File: src/rtl/life_controller.sv
// Game of Life sequencer: debounces the user buttons, drives the datapath mode
// (clear / edit / run / halt), and issues cell-entry and generation-step pulses.
module life_controller #(
    parameter int unsigned DEBOUNCE_CYCLES = 4,
    parameter int unsigned CLEAR_CYCLES    = 2,
    parameter int unsigned N_CELLS         = 64,
    parameter int unsigned GEN_PERIOD      = 8
) (
    input  logic        clka,
    input  logic        reset,
    input  logic        btn0_in,
    input  logic        btn1_in,
    input  logic        start_in,
    input  logic        stop_in,
    input  logic [63:0] grid,
    output logic [1:0]  state,
    output logic        btn0,
    output logic        btn1,
    output logic        step,
    output logic        stop,
    output logic [5:0]  cell_idx,
    output logic [15:0] gen_count,
    output logic [1:0]  halt_reason
);

    localparam int unsigned N_IN = 4;
    localparam int unsigned DB_W = (DEBOUNCE_CYCLES > 1) ? $clog2(DEBOUNCE_CYCLES) : 1;
    localparam int unsigned CL_W = (CLEAR_CYCLES > 1) ? $clog2(CLEAR_CYCLES) : 1;
    localparam int unsigned P_W  = $clog2(GEN_PERIOD);

    localparam int unsigned I_BTN0  = 0;
    localparam int unsigned I_BTN1  = 1;
    localparam int unsigned I_START = 2;
    localparam int unsigned I_STOP  = 3;

    typedef enum logic [1:0] {
        S_CLEAR = 2'b00,
        S_EDIT  = 2'b01,
        S_RUN   = 2'b10,
        S_HALT  = 2'b11
    } state_t;

    logic [N_IN-1:0] raw;
    logic [N_IN-1:0] sync1;
    logic [N_IN-1:0] sync2;
    logic [N_IN-1:0] level;
    logic [N_IN-1:0] press;
    logic [DB_W-1:0] db_cnt [N_IN];

    state_t          state_q;
    logic [CL_W-1:0] clr_cnt;
    logic [P_W-1:0]  per_cnt;
    logic            stepped;
    logic [63:0]     snapshot;
    logic            cell_press;
    logic            last_cell;

    assign raw        = {stop_in, start_in, btn1_in, btn0_in};
    assign cell_press = press[I_BTN0] | press[I_BTN1];
    assign last_cell  = (cell_idx == 6'(N_CELLS - 1));
    assign state      = state_q;

    // Synchronise each raw input, then accept a new level after a run of equal samples.
    always_ff @(posedge clka) begin
        if (reset) begin
            sync1 <= '0;
            sync2 <= '0;
            level <= '0;
            press <= '0;
            for (int i = 0; i < N_IN; i++) begin
                db_cnt[i] <= '0;
            end
        end else begin
            sync1 <= raw;
            sync2 <= sync1;
            for (int i = 0; i < N_IN; i++) begin
                press[i] <= 1'b0;
                if (sync2[i] == level[i]) begin
                    db_cnt[i] <= '0;
                end else if (db_cnt[i] == DB_W'(DEBOUNCE_CYCLES - 1)) begin
                    db_cnt[i] <= '0;
                    level[i]  <= sync2[i];
                    press[i]  <= sync2[i];
                end else begin
                    db_cnt[i] <= db_cnt[i] + DB_W'(1);
                end
            end
        end
    end

    // Mode sequencer with registered pulses; pulses default low every cycle.
    always_ff @(posedge clka) begin
        if (reset) begin
            state_q     <= S_CLEAR;
            btn0        <= 1'b0;
            btn1        <= 1'b0;
            step        <= 1'b0;
            stop        <= 1'b0;
            cell_idx    <= '0;
            gen_count   <= '0;
            halt_reason <= 2'b00;
            clr_cnt     <= '0;
            per_cnt     <= '0;
            stepped     <= 1'b0;
            snapshot    <= '0;
        end else begin
            btn0 <= 1'b0;
            btn1 <= 1'b0;
            step <= 1'b0;
            case (state_q)
                S_CLEAR: begin
                    if (clr_cnt == CL_W'(CLEAR_CYCLES - 1)) begin
                        clr_cnt <= '0;
                        state_q <= S_EDIT;
                    end else begin
                        clr_cnt <= clr_cnt + CL_W'(1);
                    end
                end
                S_EDIT: begin
                    if (cell_press) begin
                        // A live entry wins over a simultaneous dead entry.
                        btn1     <= press[I_BTN1];
                        btn0     <= press[I_BTN0] & ~press[I_BTN1];
                        cell_idx <= last_cell ? 6'd0 : cell_idx + 6'd1;
                    end
                    if (press[I_START] || (cell_press && last_cell)) begin
                        state_q   <= S_RUN;
                        per_cnt   <= '0;
                        stepped   <= 1'b0;
                        gen_count <= '0;
                    end
                end
                S_RUN: begin
                    if (press[I_STOP]) begin
                        state_q     <= S_HALT;
                        halt_reason <= 2'b11;
                        stop        <= 1'b1;
                    end else begin
                        if (per_cnt == P_W'(GEN_PERIOD - 1)) begin
                            per_cnt  <= '0;
                            step     <= 1'b1;
                            stepped  <= 1'b1;
                            snapshot <= grid;
                            if (gen_count != 16'hFFFF) begin
                                gen_count <= gen_count + 16'd1;
                            end
                        end else begin
                            per_cnt <= per_cnt + P_W'(1);
                        end
                        // Judge the grid one cycle before the next step is due.
                        if (stepped && (per_cnt == P_W'(GEN_PERIOD - 2))) begin
                            if (grid == 64'd0) begin
                                state_q     <= S_HALT;
                                halt_reason <= 2'b01;
                                stop        <= 1'b1;
                            end else if (grid == snapshot) begin
                                state_q     <= S_HALT;
                                halt_reason <= 2'b10;
                                stop        <= 1'b1;
                            end
                        end
                    end
                end
                S_HALT: begin
                    stop <= 1'b1;
                    if (press[I_START]) begin
                        state_q     <= S_CLEAR;
                        stop        <= 1'b0;
                        cell_idx    <= '0;
                        gen_count   <= '0;
                        halt_reason <= 2'b00;
                        clr_cnt     <= '0;
                    end
                end
                default: state_q <= S_CLEAR;
            endcase
        end
    end

endmodule

File: config.mk
export PLATFORM = sky130hd
export DESIGN_NAME = life_controller
export DESIGN_NICKNAME = d
export VERILOG_FILES = /design/src/rtl/life_controller.sv
export SDC_FILE = /design/constraint.sdc
export NUM_CORES = 1
export LEC_CHECK = 0
export ABC_AREA = 1
export BUFFER_PORTS_ARGS = -buffer_cell sky130_fd_sc_hd__buf_4
export CAP_MARGIN = 25
export CORE_UTILIZATION = 50
export CTS_CLUSTER_SIZE = 8
export DETAILED_ROUTE_END_ITERATION = 16
export GPL_ROUTABILITY_DRIVEN = 0
export PLACE_DENSITY_LB_ADDON = 0.15
export SYNTH_ARGS = -nofsm -noshare
export SYNTH_HDL_FRONTEND = slang
export SYNTH_SLANG_ARGS = --single-unit
File: constraint.sdc
create_clock -name clka -period 2.1 [get_ports clka]
set_input_delay 0.42 -clock clka [delete_from_list [all_inputs] [get_ports clka]]
set_output_delay 0.42 -clock clka [all_outputs]
set_load 0.01 [all_outputs]
Yosys cells after proc, flatten, opt, wreduce, memory -nomap -nowiden. Memories as Yosys holds them, arrays and structs flattened. Index checks and enable logic that the tools add are counted.

Add/sub/neg operators: 8. Eq/ne operators: 25. Multiplexer cells: 99. Bitwise operators: 27. Reduce and logical (&&, ||, !) cells: 29.

Operator list (number): 2-to-1 mux 16 bit (5); == test 64 bit (1); logical NOT 64 bit (1); 2-to-1 mux 1 bit (57); one-hot mux 16 bit (3 select lines) (1); 2-to-1 mux 2 bit (23); 2-to-1 mux 6 bit (3); OR reduction 3 bit (6); adder 16 x 1 -> 16 bit (second input constant) (1); inequality test 16 bit (second input constant) (1); inequality test 2 bit (second input constant) (7); inverter 1 bit (13); OR 1 bit (13); == test 2 bit (second input constant) (6); one-hot mux 6 bit (2 select lines) (1); AND reduction 3 bit (4); AND reduction 2 bit (5); 2-to-1 mux 3 bit (3); adder 2 x 1 -> 2 bit (second input constant) (4); one-hot mux 2 bit (4 select lines) (1); AND reduction 4 bit (2); nonzero test 2 bit (4); adder 6 x 1 -> 6 bit (second input constant) (1); == test 3 bit (second input constant) (2); 17 further kinds (23).

Bits in registers: 115. RAM bits: 8. Input bits: 70. Output and inout bits: 30. Logic and storage cells: 211. Memories kept: 1.

Memory list: db_cnt (words 4, bits a word 2, read ports 4, clocked after memory_dff 0, write ports 4, RTL line 48) `logic [DB_W-1:0] db_cnt [N_IN];`.

Longest topological paths before layout. Gate-level depths: netlist (run 1).

Depth after elaboration: 7. Mapped depth: 16. Mapped depth without buffers: 15.

Worst setup path after synthesis (run 1). Ideal clock, no wire load.

Kind: flip-flop to flip-flop. From: register state_q[0], in the netlist state[0]. To: register gen_count[14]. Setup time: 0.119 ns. Arrival: 1.814 ns. Data required time: 1.981 ns. Setup slack: 0.167 ns. Cell stages (with the launch flop): 16. Path buffers: 1. Period minus slack after synthesis: 1.933 ns. Cells stage by stage: dfxtp_1 -> inv_1 -> ha_1 -> buf_4 -> inv_2 -> nor2_1 -> inv_2 -> nand3_1 -> nor2_1 -> nand2_1 -> clkinv_1 -> nand2_4 -> nor2_2 -> nand2_1 -> nor3b_1 -> nor2_1.

Word-level cells in the longest chain between the ends: 3. Elaborated cells on any way between the ends: 11. Classes of those cells: 8 x eq/ne; 1 x mux; 2 x reduce/logical.

RTL lines: start: declaration (RTL line 50) `state_t state_q;`; start signal: assignment (RTL line 94) `state_q <= S_CLEAR;`; start signal: assignment (RTL line 114) `state_q <= S_EDIT;`; start signal: assignment (RTL line 127) `state_q <= S_RUN;`; == test 2 bit / == test 2 x 1 -> 1 bit (equally long branches) (RTL line 110) `case (state_q)`; inequality test 2 bit (no line) / nonzero test 3 bit (equally long branches); AND reduction 6 bit (no line); end signal: assignment (RTL line 145) `gen_count <= gen_count + 16'd1;`; end: declaration (RTL line 22) `output logic [15:0] gen_count,`.

Several ways; a longest one is shown, not always the timed one. A chain may end at the register's enable or synchronous reset.

Worst setup path after layout (run 1).
From: register state_q[0], in the netlist state[0]. To: register gen_count[4].

The elaborated chain is that of the path after synthesis.

==> results.ini, run 1 <==
[run_status]
status=completed

[cts]
clk_latency_ns=0.41
hold_buffers=0
htree_num_levels=4
cts_buffer_depth=2
tritoncts=done
root_buffer=clkbuf_16
cts.sinks=123
numCtsBuffers=17
path_clk_slew_ns=0.05

[run]
cap_viol_max_count=0

[sta]
drv_slew=0
period_minus_slack_ns=1.95
max_freq_ghz=0.513
setup-violations-final=0
period_share=0.929
setup_slack_ns=0.149
hold_violations=0
fin_skew_ns=0.00597

[critical_path]
crit_fanout=9
crit_chain=inv_1, ha_2, inv_2, buf_4, nor4_1, nand2_1, nand2_4, buf_12, inv_4, nand2_1, o21bai_1, o21ai_0, nor2_1
max_stage_delay_ns=0.35
crit_required_ns=2.38
rr_worst_depth=13
worstSetupPathDepth=13
crit_path_end_kind=flip-flop
worst-setup-path-type=reg2reg
crit_slowest_cell=dfxtp_4
startpoint_type=flip-flop
crit_buf_inv=5
crit_path_frequent_cell=nand2_1
path_delay_family=simple AND/OR/NAND/NOR gates
worst_ep_arrival_time_ns=2.23

[finish]
n_antenna_cell=0
fillCellCount=1104
drive_above_1_share=0.147
syn_to_final_growth_pct=25.9
fin_area_um2=7930
nets=1160

[die]
fp.dieW_um=114
io-pin-count=100
core_um2=12200
die_h_um=114
die-area_um2=13100
initial_core_util=0.518
rows=40

[power_and_ir_drop]
p_leak_uw=0.00367
peakVddDrop_uv=562
powerDensity_nw_per_um2=853
power_uw=6770

[grt]
grt_usage=0.209
grt_pass1_wl_um=21600
antenna_found_initial=0
grt_max_degree=71
grt_overflow=0
grt_pass1_vias=4976

[detailed_routing]
wl_per_cell_um=10.4
firstDrtPassIters=6
first_iter_violations=349
finalWirelength_um=13100
remaining_drc_errors=0
ant_nets=0
vias_per_cell=4.64
routed-via-count=5827

[synth]
yosys.area.top_type_share=0.365
syn_area_per_cell_um2=6.53
synth_warnings=0
synthCells=965
syn_area_um2=6300
ys_types=37
yosysTopAreaCell=dfxtp_1
seq_area_frac_synth=0.403
synthTopCellsByArea=dfxtp_1 (37%), nand2_1 (14%), inv_1 (10%)
synth_seq_cells=123

[hold_path]
hold_depth=3
min_path_type=in2reg

[placement]
placed_area_um2=7310
dp_hpwl_um=9340
portBuffers=99
pre_cts_slack_ns=0.132

==> per-layer routing <==
| metal | part of all wire | up-vias | global-route usage |
|---|---|---|---|
| li1 | - | 3222 | - |
| met1 | 0.49 | 2475 | 0.267 |
| met2 | 0.44 | 118 | 0.333 |
| met3 | 0.049 | 12 | 0.0593 |
| met4 | 0.015 | 0 | 0.0857 |
| met5 | 0 | - | 0 |
==> final cells by class <==
cell class                      count  area, um^2  area share
Tap cell                          168         210      0.0265
Clock inverter                      4        45.0     0.00568
Timing Repair Buffer              111         883       0.111
Timing Repair inverter              1        7.51    0.000946
Multi-Input combinational cell    642        3060       0.386
Sequential cell                   123        2550       0.322
Inverter                          181         684      0.0863
Clock buffer                       26         489      0.0617
==> cell usage after synthesis, drive strengths merged <==
master,count
conb,1
nand3,35
xor2,15
o21a,1
nand4,5
o22ai,1
ha,13
a211oi,3
nor2,125
o211a,2
clkbuf,24
a31oi,3
clkinv,2
o21ai,80
nand2,241
xnor2,1
edfxtp,8
o211ai,1
a21oi,85
o31ai,4
dfxtp,115
o21bai,1
nor3,11
nor4,5
inv,179
nor3b,2
buf,2
==> worst min-delay path, cell delays in order <==
cell and delay, ns:
buf_4 0.07, inv_1 0.03, nor2_1 0.06
==> where the power goes <==
group / switching (uW) / internal (uW) / leakage (uW)
logic: 907 / 656 / 0.00240
registers: 83.8 / 2480 / 0.00101
clock network: 944 / 1700 / 0.000264
total: 1940 / 4840 / 0.00367
==> sequential cells by signal, summed over array words and instances, names as in the netlist <==
name,count
press,4
clr_cnt,1
level,4
state,2
cell_idx,6
db_cnt,8
sync1,4
btn1,1
btn0,1
stop,1
step,1
per_cnt,3
stepped,1
snapshot,64
sync2,4
halt_reason,2
gen_count,16
==> final timing paths <==
path,from,to,slack [ns]
worst max-delay path,state[0],gen_count[4],0.15
worst min-delay path,btn1_in,sync1[1],0.20
worst max register to register,state[0],gen_count[4],0.15
worst min register to register,sync1[2],sync2[2],0.40
==> per-stage QoR <==
stage / setup TNS [ns] / cells / hold slack, ns / util
6_report: 0 / 1256 / 0.205 / 0.652
5_1_grt: -0.102 / 1256 / 0.201 / 0.652
4_1_cts: 0 / 1253 / 0.191 / 0.645
3_5_place_dp: 0 / 1223 / 0.394 / 0.601
3_3_place_gp: 0 / 1223 / 0.389 / 0.601
2_1_floorplan: 0 / 972 / 0.388 / -
==> cells in the final DEF (no fill, tap or decap), drive strengths merged <==
master,instances
o31ai,4
a21oi,85
o21bai,1
clkbuf,26
nor4,5
nand3,35
o211a,2
edfxtp,8
ha,13
dfxtp,115
o211ai,1
o21a,1
nand4,5
o22ai,1
clkinv,4
nor3b,2
bufinv,1
o21ai,80
a211oi,3
nor3,11
a31oi,3
inv,180
xor2,15
clkinvlp,1
buf,111
nor2,125
nand2,241
conb,8
xnor2,1
==> timing repair <==
item | 4_1_cts | 5_1_grt
setup endpoints to repair | 0 | 15
setup buffers | 0 | 2
resized for setup | 0 | 16
==> logic make-up (layout without fill, tap and decap cells) <==
logic type | count (synthesis) | in the layout | synth area share
other | 1 | 8 | 0.000595
buffers and inverters | 207 | 323 | 0.124
AO/OA/AOI/OAI | 181 | 181 | 0.152
AND/OR/NAND/NOR | 424 | 424 | 0.271
XOR/XNOR | 16 | 16 | 0.0222
flip-flops | 123 | 123 | 0.403
adder cells (fa/ha/maj) | 13 | 13 | 0.0258
Power figures use the tool's default switching activity.
==> inputs of run 2 (changes only) <==
CTS_BUF_LIST = sky130_fd_sc_hd__clkbuf_4 sky130_fd_sc_hd__clkbuf_8 sky130_fd_sc_hd__clkbuf_16   (was default)
==> run 2 against run 1 <==
Fmax rose by 0.36%. Global-route usage fell by 0.11 points. Total power rose by 1.3%. Critical path depth did not move. Sequential power barely moved. Flip-flop and latch count did not move. Clock power rose by 3%. Final cell count did not move. Critical path type unchanged.
==> results.ini, run 2 (synthesized netlist as in run 1, its figures left out) <==
[power_and_ir_drop]
sw_frac_of_total=0.284
combPwrFrac=0.228
switching_power_uw=1940
p_int_uw=4910
power_uw=6860
peakVddDrop_uv=562
powerDensity_nw_per_um2=862
p_seq_frac=0.374
p_leak_uw=0.00369
p_clk_frac=0.398

[placement]
portBuffers=99
dp_hpwl_um=9340

[grt]
gr-usage-met1=0.266
antenna_found_initial=0
grt_pass1_wl_um=21500
grt_use_met2=0.331
grt.busiest_layer=met2
grt_usage=0.208
grt_overflow=0
grt_max_degree=71
met3_usage=0.0577
grt_pass1_vias=4939

[die]
core_um2=12200
rows=40
die_h_um=114
io-pin-count=100
initial_core_util=0.518
fp.dieW_um=114
die-area_um2=13100

[sta]
period_minus_slack_ns=1.94
drv_slew=0
max_freq_ghz=0.515
setup-violations-final=0
period_share=0.926
setup_tns_ns=0
hold_violations=0
fin_skew_ns=0.00527

[cts]
tritoncts=done
hold_buffers=0
cts_buffer_depth=2
root_buffer=clkbuf_16
numCtsBuffers=17
clk_latency_ns=0.41
path_clk_slew_ns=0.05
htree_num_levels=4
cts.sinks=123

[finish]
largest_register_ffs=64
largestRegisters=snapshot: 64 flops, gen_count: 16 flops, db_cnt: 8 flops
top_register=snapshot
layout_common_cells=nand2_1 (240), inv_1 (173), nor2_1 (122)
drive_above_1_share=0.153
fillCellCount=1103
nets=1160
syn_to_final_growth_pct=26.2
layout_commonest_cell=nand2_1
n_antenna_cell=0

[critical_path]
crit_path_end_kind=flip-flop
crit_fanout=9
worst-setup-path-type=reg2reg
worst_ep_arrival_time_ns=2.23
rrSetupSlack_ns=0.16
crit_required_ns=2.39
startpoint_type=flip-flop

[detailed_routing]
first_iter_violations=356
ant_nets=0
wl_per_cell_um=10.4
firstDrtPassIters=6
finalWirelength_um=13100
vias_per_cell=4.66
routed-via-count=5852
remaining_drc_errors=0

[run_status]
status=completed

[run]
cap_viol_max_count=0

[hold_path]
min_path_type=in2reg

[run 2: final cells by class]
class / count / area [um^2] / area share
tap: 168 / 210 / 0.0264
timing repair buffer: 111 / 883 / 0.111
sequential: 123 / 2550 / 0.321
clock inverter: 4 / 45.0 / 0.00566
timing repair inverter: 1 / 7.51 / 0.000944
clock buffer: 26 / 512 / 0.0643
multi-input combinational: 642 / 3060 / 0.385
inverter: 181 / 684 / 0.0860
[run 2: metrics by stage]
stage | hold slack (ns) | utilization | std cells | setup slack (ns) | instance area (um^2)
after floorplan | 0.388 | - | 972 | 0.167 | 6330
after detailed placement | 0.394 | 0.601 | 1223 | 0.132 | 7310
final | 0.204 | 0.654 | 1256 | 0.156 | 7960
after CTS | 0.188 | 0.647 | 1253 | 0.0888 | 7860
after global routing | 0.200 | 0.654 | 1256 | -0.0264 | 7960
after global placement | 0.389 | 0.601 | 1223 | 0.190 | 7310
[run 2: power groups by stage]
stage                     clock (uW)  combinational [uW]  sequential, uW
after floorplan                    0                 924            2610
after global placement             0                1400            2600
after detailed placement           0                1410            2600
after CTS                       2790                1410            2550
after global routing            2900                1780            2580
final                           2730                1570            2560
[run 2: worst paths after layout]
check | from | end | cells past startpoint
max | state[0] | gen_count[4] | 13
min | btn1_in | sync1[1] | 3
max reg2reg | state[0] | gen_count[4] | 13
min reg2reg | sync1[2] | sync2[2] | 2
[run 2: repair_timing]
action	4_1_cts	5_1_grt
endpoints found under the setup margin	0	15
buffers inserted	0	2
endpoints found under the hold margin	0	0
resized for setup	0	16
[run 2: layer usage]
| layer | part of all wire | vias up |
|---|---|---|
| li1 | - | 3221 |
| met1 | 0.49 | 2491 |
| met2 | 0.44 | 127 |
| met3 | 0.052 | 13 |
| met4 | 0.016 | 0 |
| met5 | 0 | - |
[run 2: worst max-delay path: stages, from the launching register on]
cell      delay [ns]
dfxtp_4         0.35
inv_1           0.07
ha_2            0.21
inv_2           0.04
buf_4           0.14
nor4_1          0.25
nand2_1         0.13
nand2_4         0.11
buf_12          0.13
inv_4           0.06
nand2_1         0.09
o21bai_1        0.06
o21ai_0         0.09
nor2_1          0.07
==> inputs of run 3 (changes only) <==
PLACE_DENSITY = 0.72   (was default)
PLACE_DENSITY_LB_ADDON = default   (was 0.15)
==> run 3 against run 2 <==
Non-clock buffer count up 1. Clock-buffer cell count shrank 5. Register-to-register slack better by 0.02 ns. Routed wire length increased by 3.4%. Flip-flop and latch count is the same. Fmax is 0.85% higher. Die area is the same. Largest cell class unchanged. Core utilization up 0.50 points. Clock power increased by 11%. Critical path depth did not move. First-iteration DRC count increased by 15%.
==> results.ini, run 3 (synthesized netlist as in run 1, its figures left out) <==
[critical_path]
worst_ep_arrival_time_ns=2.27
crit_required_ns=2.45
startpoint_type=flip-flop
crit_path_end_kind=flip-flop
worst-setup-path-type=reg2reg
crit_fanout=10

[finish]
layout_common_cells=nand2_1 (238), inv_1 (173), nor2_1 (121)
n_antenna_cell=0
top_register=snapshot
fin_area_um2=8020
nets=1161
largest_register_ffs=64
syn_to_final_growth_pct=27.2
drive_above_1_share=0.160
layout_commonest_cell=nand2_1
largestRegisters=snapshot: 64 flops, gen_count: 16 flops, db_cnt: 8 flops

[die]
rows=40
fp.dieW_um=114
core_um2=12200
initial_core_util=0.518
die_h_um=114
die-area_um2=13100
io-pin-count=100

[cts]
tritoncts=done
root_buffer=clkbuf_16
path_clk_slew_ns=0.06
clk_latency_ns=0.42
hold_buffers=0
numCtsBuffers=17
htree_num_levels=4
cts_buffer_depth=2
cts.sinks=123

[sta]
period_minus_slack_ns=1.93
hold_violations=0
period_share=0.918
setup_slack_ns=0.173
max_freq_ghz=0.519
drv_slew=0
whs_ns=0.203
fin_skew_ns=0.0101
setup_tns_ns=0
setup-violations-final=0
rsz0062_at_grt=true

[detailed_routing]
drt-met1-wl_um=6620
met2_length_um=6230
first_iter_violations=408
wl_per_cell_um=10.8
wl_met3_um=585
highest_layer=met4
remaining_drc_errors=0
routed-via-count=5842
vias_per_cell=4.64
finalWirelength_um=13600
firstDrtPassIters=5
ant_nets=0

[grt]
grt_overflow=0
grt_max_degree=75
grt_usage=0.225
grt_pass1_wl_um=23100
antenna_found_initial=0
grt_pass1_vias=5189

[run]
cap_viol_max_count=0

[placement]
portBuffers=99
pre_cts_slack_ns=0.0878
placed_area_um2=7300
dp_hpwl_um=9450

[power_and_ir_drop]
peakVddDrop_uv=631
powerDensity_nw_per_um2=893
power_uw=7160
p_leak_uw=0.00372

[hold_path]
min_path_type=in2reg

[run_status]
status=completed

run 3: cell count changes in the layout (fill, tap and decap cells not counted), moves of 3 or more:
cell	previous run	this run
dfxtp_2	2	7
clkinvlp_4	1	5
dfxtp_1	111	107
clkinv_4	0	3
clkbuf_4	6	1
run 3: path summary, 6_finish.rpt:
kind | slack (ns) | startpoint | cells after the start | end
max | 0.17 | per_cnt[1] | 13 | gen_count[12]
min | 0.20 | start_in | 3 | sync1[2]
max reg2reg | 0.17 | per_cnt[1] | 13 | gen_count[12]
min reg2reg | 0.41 | sync1[0] | 2 | sync2[0]
run 3: layer usage:
metal / GRT usage / vias to the layer above
met1: 0.288 / 2516
met5: 0 / -
met4: 0.0978 / 0
li1: - / 3221
met3: 0.0609 / 7
met2: 0.357 / 98
run 3: power by group:
group	switching [uW]	internal, uW	total [uW]
Clock	1100	1940	3040
Sequential	89.6	2480	2570
Combinational	924	629	1550
run 3: worst max-delay path: stages, from the launching register on:
cell	delay (ns)
dfxtp_1	0.33
ha_1	0.19
ha_2	0.20
nor2_1	0.17
inv_2	0.06
nand3_1	0.07
nor2_1	0.04
nand2_1	0.07
clkinv_1	0.09
nand2_4	0.17
o21ai_4	0.11
inv_4	0.14
nand2_1	0.09
a21oi_2	0.12
run 3: layout make-up:
class / instances / area, um^2
well taps: 168 / 210
repair buffers: 112 / 878
clock inverters: 11 / 133
multi-input cells: 642 / 3050
flip-flops and latches: 123 / 2550
fillers: 1107 / 4140
inverters: 181 / 689
clock buffers: 21 / 497
repair inverters: 1 / 5.00
run 3: metrics by stage:
step            util  cells
6_report       0.659   1259
3_3_place_gp   0.600   1222
5_1_grt        0.659   1259
4_1_cts        0.652   1254
3_5_place_dp   0.600   1222
2_1_floorplan      -    972
run 3: what timing repair did:
| action | CTS | global route |
|---|---|---|
| setup endpoints to repair | 0 | 14 |
| resized for setup | 0 | 21 |
| setup buffers | 0 | 4 |
